`src/rtl/seg7_scan_ctrl_if.sv`:
```
// Bundle for the 8-digit 7-segment scan controller.
// The master side drives the display value; the slave side drives the scan words toward the 595 stage.
interface seg7_scan_ctrl_if;
  logic [31:0] Disp_Data;
  logic [7:0]  Dp_Mask;
  logic        Blank_LZ;
  logic [7:0]  Digit_En;
  logic        Disp_Load;
  logic [15:0] Data;
  logic        S_EN;
  logic [2:0]  Digit_Idx;
  logic        Frame_Done;

  modport master (
    output Disp_Data, Dp_Mask, Blank_LZ, Digit_En, Disp_Load,
    input  Data, S_EN, Digit_Idx, Frame_Done
  );

  modport slave (
    input  Disp_Data, Dp_Mask, Blank_LZ, Digit_En, Disp_Load,
    output Data, S_EN, Digit_Idx, Frame_Done
  );
endinterface

```
`src/rtl/seg7_scan_ctrl.sv`:
```
// Scans an 8-digit hex value across a multiplexed 7-segment display, one digit per slot.
// Display updates are double-buffered and take effect only when the scan wraps back to digit 0.
module seg7_scan_ctrl #(
  parameter int unsigned SCAN_CNT_MAX = 50000
) (
  input  logic        Clk,
  input  logic        Reset_n,
  seg7_scan_ctrl_if.slave bus
);

  localparam int unsigned CW = $clog2(SCAN_CNT_MAX);
  localparam logic [CW-1:0] CNT_LAST = CW'(SCAN_CNT_MAX - 1);

  // Active-low segment pattern for a hex nibble, returned without the dp bit.
  function automatic logic [6:0] seg_decode(input logic [3:0] n);
    logic [6:0] s;
    case (n)
      4'h0:    s = 7'h40;
      4'h1:    s = 7'h79;
      4'h2:    s = 7'h24;
      4'h3:    s = 7'h30;
      4'h4:    s = 7'h19;
      4'h5:    s = 7'h12;
      4'h6:    s = 7'h02;
      4'h7:    s = 7'h78;
      4'h8:    s = 7'h00;
      4'h9:    s = 7'h10;
      4'hA:    s = 7'h08;
      4'hB:    s = 7'h03;
      4'hC:    s = 7'h46;
      4'hD:    s = 7'h21;
      4'hE:    s = 7'h06;
      4'hF:    s = 7'h0E;
      default: s = 7'h7F;
    endcase
    return s;
  endfunction

  logic [CW-1:0] scan_cnt_r;
  logic [2:0]    idx_r;
  logic [31:0]   stg_data_r;
  logic [7:0]    stg_dp_r;
  logic          stg_lz_r;
  logic          pending_r;
  logic [31:0]   act_data_r;
  logic [7:0]    act_dp_r;
  logic          act_lz_r;

  logic          tick_s;
  logic          wrap_s;
  logic [2:0]    idx_next_s;
  logic [31:0]   act_data_s;
  logic [7:0]    act_dp_s;
  logic          act_lz_s;
  logic [3:0]    nib_s;
  logic          blank_s;
  logic [7:0]    seg_s;
  logic [7:0]    sel_s;

  assign tick_s     = (scan_cnt_r == CNT_LAST);
  assign idx_next_s = idx_r + 3'd1;
  assign wrap_s     = tick_s && (idx_r == 3'd7);

  // Frame-boundary view of the display registers: a load coinciding with the wrap bypasses staging.
  always_comb begin
    act_data_s = act_data_r;
    act_dp_s   = act_dp_r;
    act_lz_s   = act_lz_r;
    if (wrap_s) begin
      if (bus.Disp_Load) begin
        act_data_s = bus.Disp_Data;
        act_dp_s   = bus.Dp_Mask;
        act_lz_s   = bus.Blank_LZ;
      end else if (pending_r) begin
        act_data_s = stg_data_r;
        act_dp_s   = stg_dp_r;
        act_lz_s   = stg_lz_r;
      end else begin
        act_data_s = act_data_r;
      end
    end else begin
      act_data_s = act_data_r;
    end
  end

  // Segment word for the digit about to be shown; computed from the post-wrap contents.
  always_comb begin
    nib_s   = act_data_s[{idx_next_s, 2'b00} +: 4];
    sel_s   = 8'h01 << idx_next_s;
    blank_s = 1'b0;
    if (!bus.Digit_En[idx_next_s]) begin
      blank_s = 1'b1;
    end else if (act_lz_s && (idx_next_s != 3'd0)
                 && ((act_data_s >> {idx_next_s, 2'b00}) == 32'd0)) begin
      blank_s = 1'b1;
    end else begin
      blank_s = 1'b0;
    end
    if (blank_s) begin
      seg_s = 8'hFF;
    end else begin
      seg_s = {~act_dp_s[idx_next_s], seg_decode(nib_s)};
    end
  end

  // Scan timer, digit sequencing, frame buffering and registered outputs.
  always_ff @(posedge Clk or negedge Reset_n) begin
    if (!Reset_n) begin
      scan_cnt_r     <= '0;
      idx_r          <= 3'd7;
      stg_data_r     <= 32'd0;
      stg_dp_r       <= 8'd0;
      stg_lz_r       <= 1'b0;
      pending_r      <= 1'b0;
      act_data_r     <= 32'd0;
      act_dp_r       <= 8'd0;
      act_lz_r       <= 1'b0;
      bus.Data       <= 16'h00FF;
      bus.S_EN       <= 1'b0;
      bus.Digit_Idx  <= 3'd7;
      bus.Frame_Done <= 1'b0;
    end else begin
      scan_cnt_r     <= tick_s ? '0 : scan_cnt_r + {{(CW-1){1'b0}}, 1'b1};
      act_data_r     <= act_data_s;
      act_dp_r       <= act_dp_s;
      act_lz_r       <= act_lz_s;
      bus.S_EN       <= tick_s;
      bus.Frame_Done <= tick_s && (idx_next_s == 3'd7);
      if (bus.Disp_Load) begin
        stg_data_r <= bus.Disp_Data;
        stg_dp_r   <= bus.Dp_Mask;
        stg_lz_r   <= bus.Blank_LZ;
      end else begin
        stg_data_r <= stg_data_r;
      end
      if (wrap_s) begin
        pending_r <= 1'b0;
      end else if (bus.Disp_Load) begin
        pending_r <= 1'b1;
      end else begin
        pending_r <= pending_r;
      end
      if (tick_s) begin
        idx_r         <= idx_next_s;
        bus.Data      <= {sel_s, seg_s};
        bus.Digit_Idx <= idx_next_s;
      end else begin
        idx_r         <= idx_r;
      end
    end
  end

endmodule
```
`src/flat_wrapper.sv`:
```
// flat-port wrapper written by rule: the top's interface ports become plain ports
module seg7_scan_ctrl_flat 
#(
  parameter int unsigned SCAN_CNT_MAX = 50000
)
  (Clk, Reset_n, bus_Disp_Data, bus_Dp_Mask, bus_Blank_LZ, bus_Digit_En, bus_Disp_Load, bus_Data, bus_S_EN, bus_Digit_Idx, bus_Frame_Done);
  seg7_scan_ctrl_if bus_i ();
  input  logic Clk;
  input  logic Reset_n;
  input wire logic [$bits(bus_i.Disp_Data)-1:0] bus_Disp_Data;
  input wire logic [$bits(bus_i.Dp_Mask)-1:0] bus_Dp_Mask;
  input wire logic [$bits(bus_i.Blank_LZ)-1:0] bus_Blank_LZ;
  input wire logic [$bits(bus_i.Digit_En)-1:0] bus_Digit_En;
  input wire logic [$bits(bus_i.Disp_Load)-1:0] bus_Disp_Load;
  output wire logic [$bits(bus_i.Data)-1:0] bus_Data;
  output wire logic [$bits(bus_i.S_EN)-1:0] bus_S_EN;
  output wire logic [$bits(bus_i.Digit_Idx)-1:0] bus_Digit_Idx;
  output wire logic [$bits(bus_i.Frame_Done)-1:0] bus_Frame_Done;
  assign bus_i.Disp_Data = bus_Disp_Data;
  assign bus_i.Dp_Mask = bus_Dp_Mask;
  assign bus_i.Blank_LZ = bus_Blank_LZ;
  assign bus_i.Digit_En = bus_Digit_En;
  assign bus_i.Disp_Load = bus_Disp_Load;
  assign bus_Data = bus_i.Data;
  assign bus_S_EN = bus_i.S_EN;
  assign bus_Digit_Idx = bus_i.Digit_Idx;
  assign bus_Frame_Done = bus_i.Frame_Done;
  seg7_scan_ctrl #(.SCAN_CNT_MAX(SCAN_CNT_MAX)) u_core (.Clk(Clk), .Reset_n(Reset_n), .bus(bus_i));
endmodule
```
`config.mk`:
```
export PLATFORM = sky130hd
export DESIGN_NAME = seg7_scan_ctrl_flat
export DESIGN_NICKNAME = d
export VERILOG_FILES = /design/src/rtl/seg7_scan_ctrl_if.sv /design/src/rtl/seg7_scan_ctrl.sv /design/src/flat_wrapper.sv
export SDC_FILE = /design/constraint.sdc
export NUM_CORES = 1
export LEC_CHECK = 0
export CAP_MARGIN = 30
export CORE_UTILIZATION = 40
export CTS_CLUSTER_DIAMETER = 200
export DETAILED_ROUTE_END_ITERATION = 10
export GPL_TIMING_DRIVEN = 0
export PLACE_DENSITY = 0.6
export SLEW_MARGIN = 20
export SYNTH_ARGS = -nofsm -noshare
export SYNTH_HDL_FRONTEND = slang
export SYNTH_SLANG_ARGS = --single-unit
```
`constraint.sdc`:
```
create_clock -name Clk -period 5.2 [get_ports Clk]
set_input_delay 1.04 -clock Clk [delete_from_list [all_inputs] [get_ports Clk]]
set_output_delay 1.04 -clock Clk [all_outputs]
set_load 0.02 [all_outputs]
```
# == After elaboration in Yosys (flattened, before gate mapping) ==
# Memory sizes are Yosys's and may differ from the RTL's.
# Index checks and enable logic that the tools add are counted.
# word_totals
regBits,120
rom_bits,112
input_bits,52
output_inout_bits,21
memories,1
# mem_list
name,words,word_bits,read_ports,rd_clocked_by_memory_dff,write_ports,line_no,source
(no name shown),16,7,1,0,0,seg7_scan_ctrl.sv:17,case (n)
# op_classes
n_addsub,2
magnitude_cmp,1
n_eq_ne,3
n_shift,3
n_mux,19
bitwise,1
reduce_logical,7
# op_table
op,n
32-bit 2-to-1 mux,3
32-bit logical NOT,1
8-bit 2-to-1 mux,4
32-bit by 6-bit variable part select with 4-bit output,1
32-bit by 5-bit >> shifter with 32-bit output,1
16-bit by 1-bit adder with 16-bit output (second input constant),1
16-bit == test (second input constant),1
16-bit 2-to-1 mux,1
1-bit 2-to-1 mux,9
1-bit by 3-bit left shift with 8-bit output (first input constant),1
1-bit binary-select mux with 3-bit select,2
3-bit == test (second input constant),2
1-bit logical AND,4
3-bit by 4-bit < comparator with 1-bit output (second input constant),1
3-bit by 1-bit adder with 3-bit output (second input constant),1
3-bit nonzero test,1
2-bit nonzero test,1
1-bit NOT,1

# == Longest topological paths before layout ==
# Gate-level depths: netlist (run 1).
# logic_depth
word_depth,9
depth_mapped,19
depth_no_buf,17

# == Least setup slack after synthesis (run 1) ==
# No wires, ideal clock.
# synth_path
kind,input-to-reg
from,in bus_Disp_Load
to,reg u_core.bus.Data[7]
setup_time_ns,0.074
arrival_time_ns,4.145
t_required_ns,5.126
slack_ns,0.981
stages,14
cell_sequence,clkbuf_1 > clkbuf_1 > mux2_2 > mux2_1 > mux4_2 > a21oi_2 > ha_1 > nand2b_1 > a21oi_1 > o311a_1 > o2111ai_1 > a31oi_2 > a311oi_4 > a21oi_1
# synth_via
elab_chain_len,8
word_cells_on_any_way,16
classes_between,shift (1); mux (11); bitwise (1); reduce/logical (3)
# synth_lines
element,line_no,source
from (decl),flat_wrapper.sv:14,input wire logic [$bits(bus_i.Disp_Load)-1:0] bus_Disp_Load;
32-bit 2-to-1 mux,seg7_scan_ctrl.sv:70,if (bus.Disp_Load) begin
32-bit 2-to-1 mux,seg7_scan_ctrl.sv:69,if (wrap_s) begin
via u_core.act_data_s[1],seg7_scan_ctrl.sv:52,logic [31:0] act_data_s;
32-bit by 5-bit >> shifter with 32-bit output,seg7_scan_ctrl.sv:94,"&& ((act_data_s >> {idx_next_s, 2'b00}) == 32'd0)) begin"
32-bit logical NOT,seg7_scan_ctrl.sv:94,
1-bit logical AND,seg7_scan_ctrl.sv:94,
1-bit 2-to-1 mux,seg7_scan_ctrl.sv:93,end else if (act_lz_s && (idx_next_s != 3'd0)
1-bit 2-to-1 mux,seg7_scan_ctrl.sv:91,if (!bus.Digit_En[idx_next_s]) begin
8-bit 2-to-1 mux,seg7_scan_ctrl.sv:99,if (blank_s) begin
to (signal assigned),seg7_scan_ctrl.sv:145,"bus.Data <= {sel_s, seg_s};"
to (decl),seg7_scan_ctrl_if.sv:21,"output Data, S_EN, Digit_Idx, Frame_Done"
# The timed path passes the listed nets, and every way through them passes these cells. The select of a mux whose other input is x is not followed.
# A chain may end at the register's enable or synchronous reset.

==> metrics.yaml, run 1 <==
outcome:
  status: "completed"
finish:
  diodes: 0
  syn_to_final_growth_pct: 25.5
  nets: 745
  layout-drive-gt1-share_pct: 17.9
  fin_util_pct: 51.5
floorplan:
  core_region_area_um2: 15200
  start_util_pct: 41.1
  placementRows: 45
  io_pins: 73
  dieWidth_um: 127
  die_area_um2: 16100
  chipHeight_um: 127
grt:
  grt_max_degree: 67
  grt_overflow: 0
  grt_pass1_vias: 4949
  antenna_found_initial: 0
  track_usage_pct: 21.8
  grt_first_pass_wirelength_mm: 26.7
synth:
  synthesis.nets: 653
  ys_types: 65
  yosys.area.top_type: "dfrtp_1"
  yosysSeqAreaShare_pct: 48.3
  synth-main-ff-cell: "dfrtp_1"
  synth_top_area_share_pct: 43.7
  synthArstFlopShare_pct: 100
  yosysWarnings: 0
  postSynthAreaPerCell_um2: 10.6
  yosys-top-cells-area: "dfrtp_1 44%, mux2_2 7.9%, dfstp_2 4.6%"
  synth_edf_count: 0
  ys_seq_elements: 120
  synthCells: 587
  synthesis.area_um2: 6240
power_and_ir_drop:
  irDropWorstVdd_uv: 229
  totalPowerFinal_w: 0.00226
  cellPowerDensity_nw_per_um2: 288
  p_leak_nw: 3.54
cts:
  cts.sinks: 120
  numCtsBuffers: 17
  clk_pin_slew_worst_paths_ns: 0.05
  post-cts-setup-buffers: 0
  hold_buffers: 0
  root_buffer: "clkbuf_16"
  clk_latency_ns: 0.42
  clock_path_buffers: 2
  cts_htree_levels: 4
  cts_tree: "built"
timing:
  hold_viol: 0
  finalCriticalPeriod_ns: 4.85
  finalSetupViolCount: 0
  rsz0062_at_grt: "false"
  fin_crit_sh_pct: 93.3
  worst_slew_pin_slew_ns: 0.742
  finalClockSkew_ns: 0.0105
  slew_violations: 0
  max_freq_mhz: 206
  slew_headroom_pct: 50.2
setup_path:
  critPathMostFrequentCell: "ha_1"
  crit_path_start_kind: "flip-flop"
  cpMaxStageDelayCell: "dfstp_2"
  cpPeakStageDelay_ns: 0.57
  reg2reg_slack_ns: 0.35
  cp_max_fo: 10
  worstPathCellList: "ha_1 -> ha_1 -> nand4_1 -> or4_4 -> buf_6 -> buf_2 -> nand2_1 -> o211ai_1 -> mux4_2 -> mux2i_4 -> ha_1 -> nand2b_1 -> a21oi_1 -> o311a_1 -> o2111ai_1 -> a31oi_2 -> a311oi_4 -> a21oi_1"
  end_kind: "flip-flop"
  crit_required_ns: 5.54
  ff2ff_path_depth: 18
  worstPathArrival_ns: 5.20
  worst-setup-path-type: "flip-flop to flip-flop"
routing:
  finalWirelength_mm: 16.3
  drtAntennaViolNets: 0
  drtIter0Drc: 284
  wire_per_inst_um: 18.6
  vias_per_cell: 5.57
  vias: 4894
  first_pass_iters: 5
  route.detailed.drc: 0
placement:
  io_buffers: 72
  dpl.hpwl_mm: 11.9
  gp_congestion: 0.862
job:
  cap_violations: 0
worst_hold_path:
  min_path_cells: 2
  hold_class: "flip-flop to flip-flop"
## power breakdown
part	internal, W	switching (W)	leakage [nW]
sequential	0.000970	0.0000151	1.45
clock	0.000722	0.000408	0.276
combinational	0.0000729	0.0000697	1.81
## cell usage after synthesis, drive strengths merged, types with 3 or more instances
library cell  count
xor2             10
nand2            69
mux2i            22
dfstp            11
o21ai            37
nor3             13
ha               14
mux2             45
o41ai             3
a32oi            18
and2              6
nor2             29
buf              14
nand3            20
o22ai             3
nor4              7
inv              33
xnor2             4
and3              4
nand2b            7
o211ai           10
a21oi            24
mux4              8
a31oi             4
dfrtp           109
a21o              3
clkbuf           20
or4               3
a22oi             3
a22o              3
or3               3
## layout by cell type (no fill, tap or decap), drive strengths merged, types with 10 or more instances in the layout
| cell type | instances |
|---|---|
| o211ai | 10 |
| buf | 16 |
| o21ai | 37 |
| dfstp | 11 |
| mux2 | 45 |
| nand3 | 20 |
| xor2 | 10 |
| clkdlybuf4s50 | 70 |
| dfrtp | 109 |
| nor3 | 13 |
| mux2i | 22 |
| inv | 33 |
| a21oi | 24 |
| clkbuf | 42 |
| ha | 14 |
| nand2 | 69 |
| a32oi | 18 |
| nor2 | 29 |
## metal layers
metal | up-vias | GRT usage [%] | routed length, µm
met3 | 20 | 5.19 | 700
met4 | 0 | 7.49 | 281
met2 | 131 | 34.6 | 7830
met1 | 2452 | 29.3 | 7530
li1 | 2291 | - | -
met5 | - | 0 | 0
## final cells by class
cell class,instances,area [µm²]
sequential,120,3020
timing repair buffer,73,752
inverter,33,124
multi-input combinational,400,2960
clock inverter,9,100
clock buffer,22,464
buffer,34,183
tap,188,235
fill,1384,7370
## timing repair
item	CTS	global route
resized for setup	3	16
cloned	0	0
setup endpoints to repair	8	8
## sequential cells by signal, indices dropped and copies added, names as in the netlist
name,cells
u_core.stg_lz_r,1
u_core.scan_cnt_r,16
u_core.bus.Digit_Idx,3
u_core.stg_data_r,32
u_core.act_lz_r,1
u_core.act_dp_r,8
u_core.bus.S_EN,1
u_core.bus.Frame_Done,1
u_core.act_data_r,32
u_core.bus.Data,16
u_core.pending_r,1
u_core.stg_dp_r,8
## cell families after synthesis
kind of cell    synth area share (%)
buf+inv                         4.77
fa+ha+maj                       2.81
flops                           48.3
simple gates                    13.7
xor+xnor                        1.96
compound gates                  13.9
mux                             14.6
## worst max-delay path, delay by kind of cell (launching register included)
kind                       cells  cell delay [ns]
adders and majority gates      3             0.68
AOI/OAI and AO/OA              7             1.32
and+or+nand+nor                4             0.98
buffers and inverters          2             0.37
DFF                            1             0.57
muxes                          2             0.85
## per-stage QoR
step | hold WS [ns] | cells | worst slack (ns) | cell area [µm²] | TNS, ns
2_1_floorplan | 0.448 | 587 | 0.981 | 6240 | 0
3_3_place_gp | 0.458 | 847 | -1.57 | 7200 | -175.41
3_5_place_dp | 0.466 | 848 | -0.574 | 7230 | -4.32
4_1_cts | 0.477 | 879 | 0.0159 | 7790 | 0
5_1_grt | 0.505 | 879 | 0.0159 | 7830 | 0
6_report | 0.468 | 879 | 0.348 | 7830 | 0
## worst paths after layout
kind / to / start
max: u_core.bus.Data[7] / u_core.bus.Digit_Idx[0]
min reg2reg: u_core.bus.Data[12] / u_core.bus.Data[12]
max reg2reg: u_core.bus.Data[7] / u_core.bus.Digit_Idx[0]
min in group asynchronous: u_core.scan_cnt_r[9] / Reset_n
max in group asynchronous: u_core.stg_data_r[1] / Reset_n
min: u_core.bus.Data[12] / u_core.bus.Data[12]
No activity file was read; power rests on OpenSTA's default activity.
==> run 2: changes to the inputs <==
- GPL_TIMING_DRIVEN: 0 -> unset
==> run 2 against run 1 <==
Effect of this change: core utilization shrank 0.44 points; critical path type unchanged; power grew 2.7%; die area unchanged; cell count fell by 2.2%; via count fell by 3.0%; worst setup slack improved by 0.16 ns.
==> metrics.yaml, run 2 (synthesis gave the netlist of run 1 again) <==
outcome:
  status: "completed"  # unchanged
routing:
  vias_per_cell: 5.52  # was 5.57
  vias: 4749  # was 4894
  drtIter0Drc: 295  # was 284
  route.detailed.drc: 0  # unchanged
  drtAntennaViolNets: 0  # unchanged
  first_pass_iters: 4  # was 5
  wire_per_inst_um: 17.7  # was 18.6 µm
  finalWirelength_mm: 15.2  # was 16.3 mm
cts:
  cts_tree: "built"  # unchanged
  cts_resized: 0  # was 3
  hold_buffers: 0  # unchanged
  clock_path_buffers: 2  # unchanged
  clk_pin_slew_worst_paths_ns: 0.05  # about the same
  post-cts-setup-buffers: 0  # unchanged
  root_buffer: "clkbuf_16"  # unchanged
  numCtsBuffers: 17  # unchanged
  clk_latency_ns: 0.42  # about the same
  cts.sinks: 120  # unchanged
  cts_htree_levels: 4  # unchanged
worst_hold_path:
  hold_class: "flip-flop to flip-flop"  # unchanged
setup_path:
  crit_required_ns: 5.54  # about the same
  worstPathCellList: "ha_1 -> ha_1 -> nand4_1 -> or4_4 -> nand2_1 -> o211ai_1 -> mux4_2 -> mux2i_2 -> ha_1 -> nand2b_1 -> a21oi_1 -> o311a_1 -> o2111ai_1 -> a31oi_2 -> a311oi_4 -> a21oi_1"  # was ha_1 -> ha_1 -> nand4_1 -> or4_4 -> buf_6 -> buf_2 -> nand2_1 -> o211ai_1 -> mux4_2 -> mux2i_4 -> ha_1 -> nand2b_1 -> a21oi_1 -> o311a_1 -> o2111ai_1 -> a31oi_2 -> a311oi_4 -> a21oi_1
  critPathMostFrequentCell: "ha_1"  # unchanged
  timing.rr.start: "u_core.bus.Digit_Idx[1]"  # was u_core.bus.Digit_Idx[0]
  crit_path_start_kind: "flip-flop"  # unchanged
  crit_start: "u_core.bus.Digit_Idx[1]"  # was u_core.bus.Digit_Idx[0]
  worst-setup-path-type: "flip-flop to flip-flop"  # unchanged
  cp.depth: 16  # was 18
  cpMaxStageDelayCell: "or4_4"  # was dfstp_2
  cp_max_fo: 28  # was 10
  cp_top_family: "compound AO/OA/AOI/OAI gates"  # unchanged
  ff2ff_path_depth: 16  # was 18
  reg2reg_slack_ns: 0.50  # was 0.35 ns
  cpPeakStageDelay_ns: 0.69  # was 0.57 ns
  end_kind: "flip-flop"  # unchanged
  crit_buf_inv: 0  # was 2
  r2r-end: "u_core.bus.Data[6]"  # was u_core.bus.Data[7]
  worstPathArrival_ns: 5.03  # was 5.20 ns
  cp-endpoint: "u_core.bus.Data[6]"  # was u_core.bus.Data[7]
timing:
  setup_slack_ns: 0.505  # was 0.348 ns
  slew_violations: 0  # unchanged
  rsz0062_at_grt: "false"  # unchanged
  finalSetupViolCount: 0  # unchanged
  hold_viol: 0  # unchanged
  slew_headroom_pct: 51.3  # was 50.2%
  worst_slew_pin_slew_ns: 0.731  # was 0.742 ns
  finalCriticalPeriod_ns: 4.70  # was 4.85 ns
  max_freq_mhz: 213  # was 206 MHz
  holdWs_ns: 0.466  # was 0.468 ns
  timing.setup.tns_ns: 0  # unchanged
  finalClockSkew_ns: 0.00688  # was 0.0105 ns
  fin_crit_sh_pct: 90.3  # was 93.3%
power_and_ir_drop:
  p_sw_share_pct: 21.0  # was 21.8%
  irDropWorstVdd_uv: 213  # was 229 µV
  cellPowerDensity_nw_per_um2: 299  # was 288 nW/µm²
  power.internal_w: 0.00183  # was 0.00176 W
  totalPowerFinal_w: 0.00232  # was 0.00226 W
  pwr-share-comb_pct: 6.0  # was 6.3%
  clock_power_share_pct: 51.5  # was 50.0%
  switchingPower_w: 0.000486  # was 0.000493 W
  p_leak_nw: 3.52  # was 3.54 nW
  seqPwrFrac_pct: 42.5  # was 43.6%
finish:
  reg.largest.list: "u_core.act_data_r (32), u_core.stg_data_r (32)"  # unchanged
  syn_to_final_growth_pct: 24.4  # was 25.5%
  layout-drive-gt1-share_pct: 18.2  # was 17.9%
  diodes: 0  # unchanged
  nets: 725  # was 745
  final_common_cell: "dfrtp_1"  # unchanged
  final_area_um2: 7760  # was 7830 µm²
  final_cell_mix: "109 x dfrtp_1, 70 x clkdlybuf4s50_1, 69 x nand2_1"  # unchanged
  nFillCells: 1361  # was 1384
floorplan:
  placementRows: 45  # unchanged
  die_area_um2: 16100  # unchanged
  io_pins: 73  # unchanged
  start_util_pct: 41.1  # unchanged
  core_region_area_um2: 15200  # unchanged
  chipHeight_um: 127  # unchanged
  dieWidth_um: 127  # unchanged
placement:
  gp_congestion: 0.878  # was 0.862
  dpl.hpwl_mm: 10.6  # was 11.9 mm
  dpl_cell_area_um2: 7150  # was 7230 µm²
  io_buffers: 72  # unchanged
  dp_worst_setup_slack_ns: 0.401  # was -0.574 ns
grt:
  grt_first_pass_wirelength_mm: 24.7  # was 26.7 mm
  grt_overflow: 0  # unchanged
  grt_pass1_vias: 4754  # was 4949
  antenna_found_initial: 0  # unchanged
  grt_max_degree: 79  # was 67
  track_usage_pct: 20.2  # was 21.8%
job:
  cap_violations: 0  # unchanged
## run 2: per-layer routing
layer / track usage (%) / vias to the layer above / wire (µm)
met1: 26.5 / 2325 / 6860
met4: 8.12 / 0 / 253
met5: 0 / - / 0
met3: 4.09 / 16 / 716
met2: 32.6 / 144 / 7360
li1: - / 2264 / -
## run 2: final cells by class
class	count	area, µm²	share of cell area, %
multi-input combinational	400	2940	37.8
sequential	120	3020	38.9
inverter	33	124	1.60
clock buffer	25	526	6.77
tap	188	235	3.03
clock inverter	7	87.6	1.13
timing repair buffer	87	838	10.8
## run 2: worst min-delay path by stage
| stage | cells past startpoint | start | end | slack [ns] |
|---|---|---|---|---|
| CTS | 2 | u_core.bus.Data[8] | u_core.bus.Data[8] | 0.47 |
| global route | 1 | u_core.act_dp_r[5] | u_core.act_dp_r[5] | 0.51 |
| finish | 2 | u_core.bus.Data[8] | u_core.bus.Data[8] | 0.47 |
| detailed placement | 2 | u_core.bus.Data[8] | u_core.bus.Data[8] | 0.46 |
| global placement | 2 | u_core.bus.Data[12] | u_core.bus.Data[12] | 0.45 |
| floorplan | 1 | u_core.scan_cnt_r[0] | u_core.scan_cnt_r[0] | 0.45 |
## run 2: power groups by stage
stage               Sequential [W]  Combinational (W)  Clock (W)
finish                    0.000985           0.000138    0.00119
global route              0.000988           0.000154    0.00126
CTS                       0.000985           0.000142    0.00121
detailed placement         0.00100           0.000141          0
global placement          0.000999           0.000137          0
floorplan                 0.000999          0.0000565          0
## run 2: worst register-to-register path, delay by kind of cell (launching register included)
| kind | cells | cell delay (ns) |
|---|---|---|
| AOI/OAI and AO/OA | 7 | 1.23 |
| and+or+nand+nor | 4 | 1.19 |
| muxes | 2 | 0.89 |
| adders and majority gates | 3 | 0.72 |
| DFF | 1 | 0.57 |
## run 2: through the flow
stage	cells	utilization, %
after detailed placement	828	47.0
after floorplan	587	-
final	860	51.1
after CTS	860	51.1
after global placement	828	47.0
after global routing	860	51.1
==> run 3: changes to the inputs <==
- CAP_MARGIN: 30 -> 20
==> results of run 3 <==
The final DEF is identical to that of run 2; final timing and power are the same.
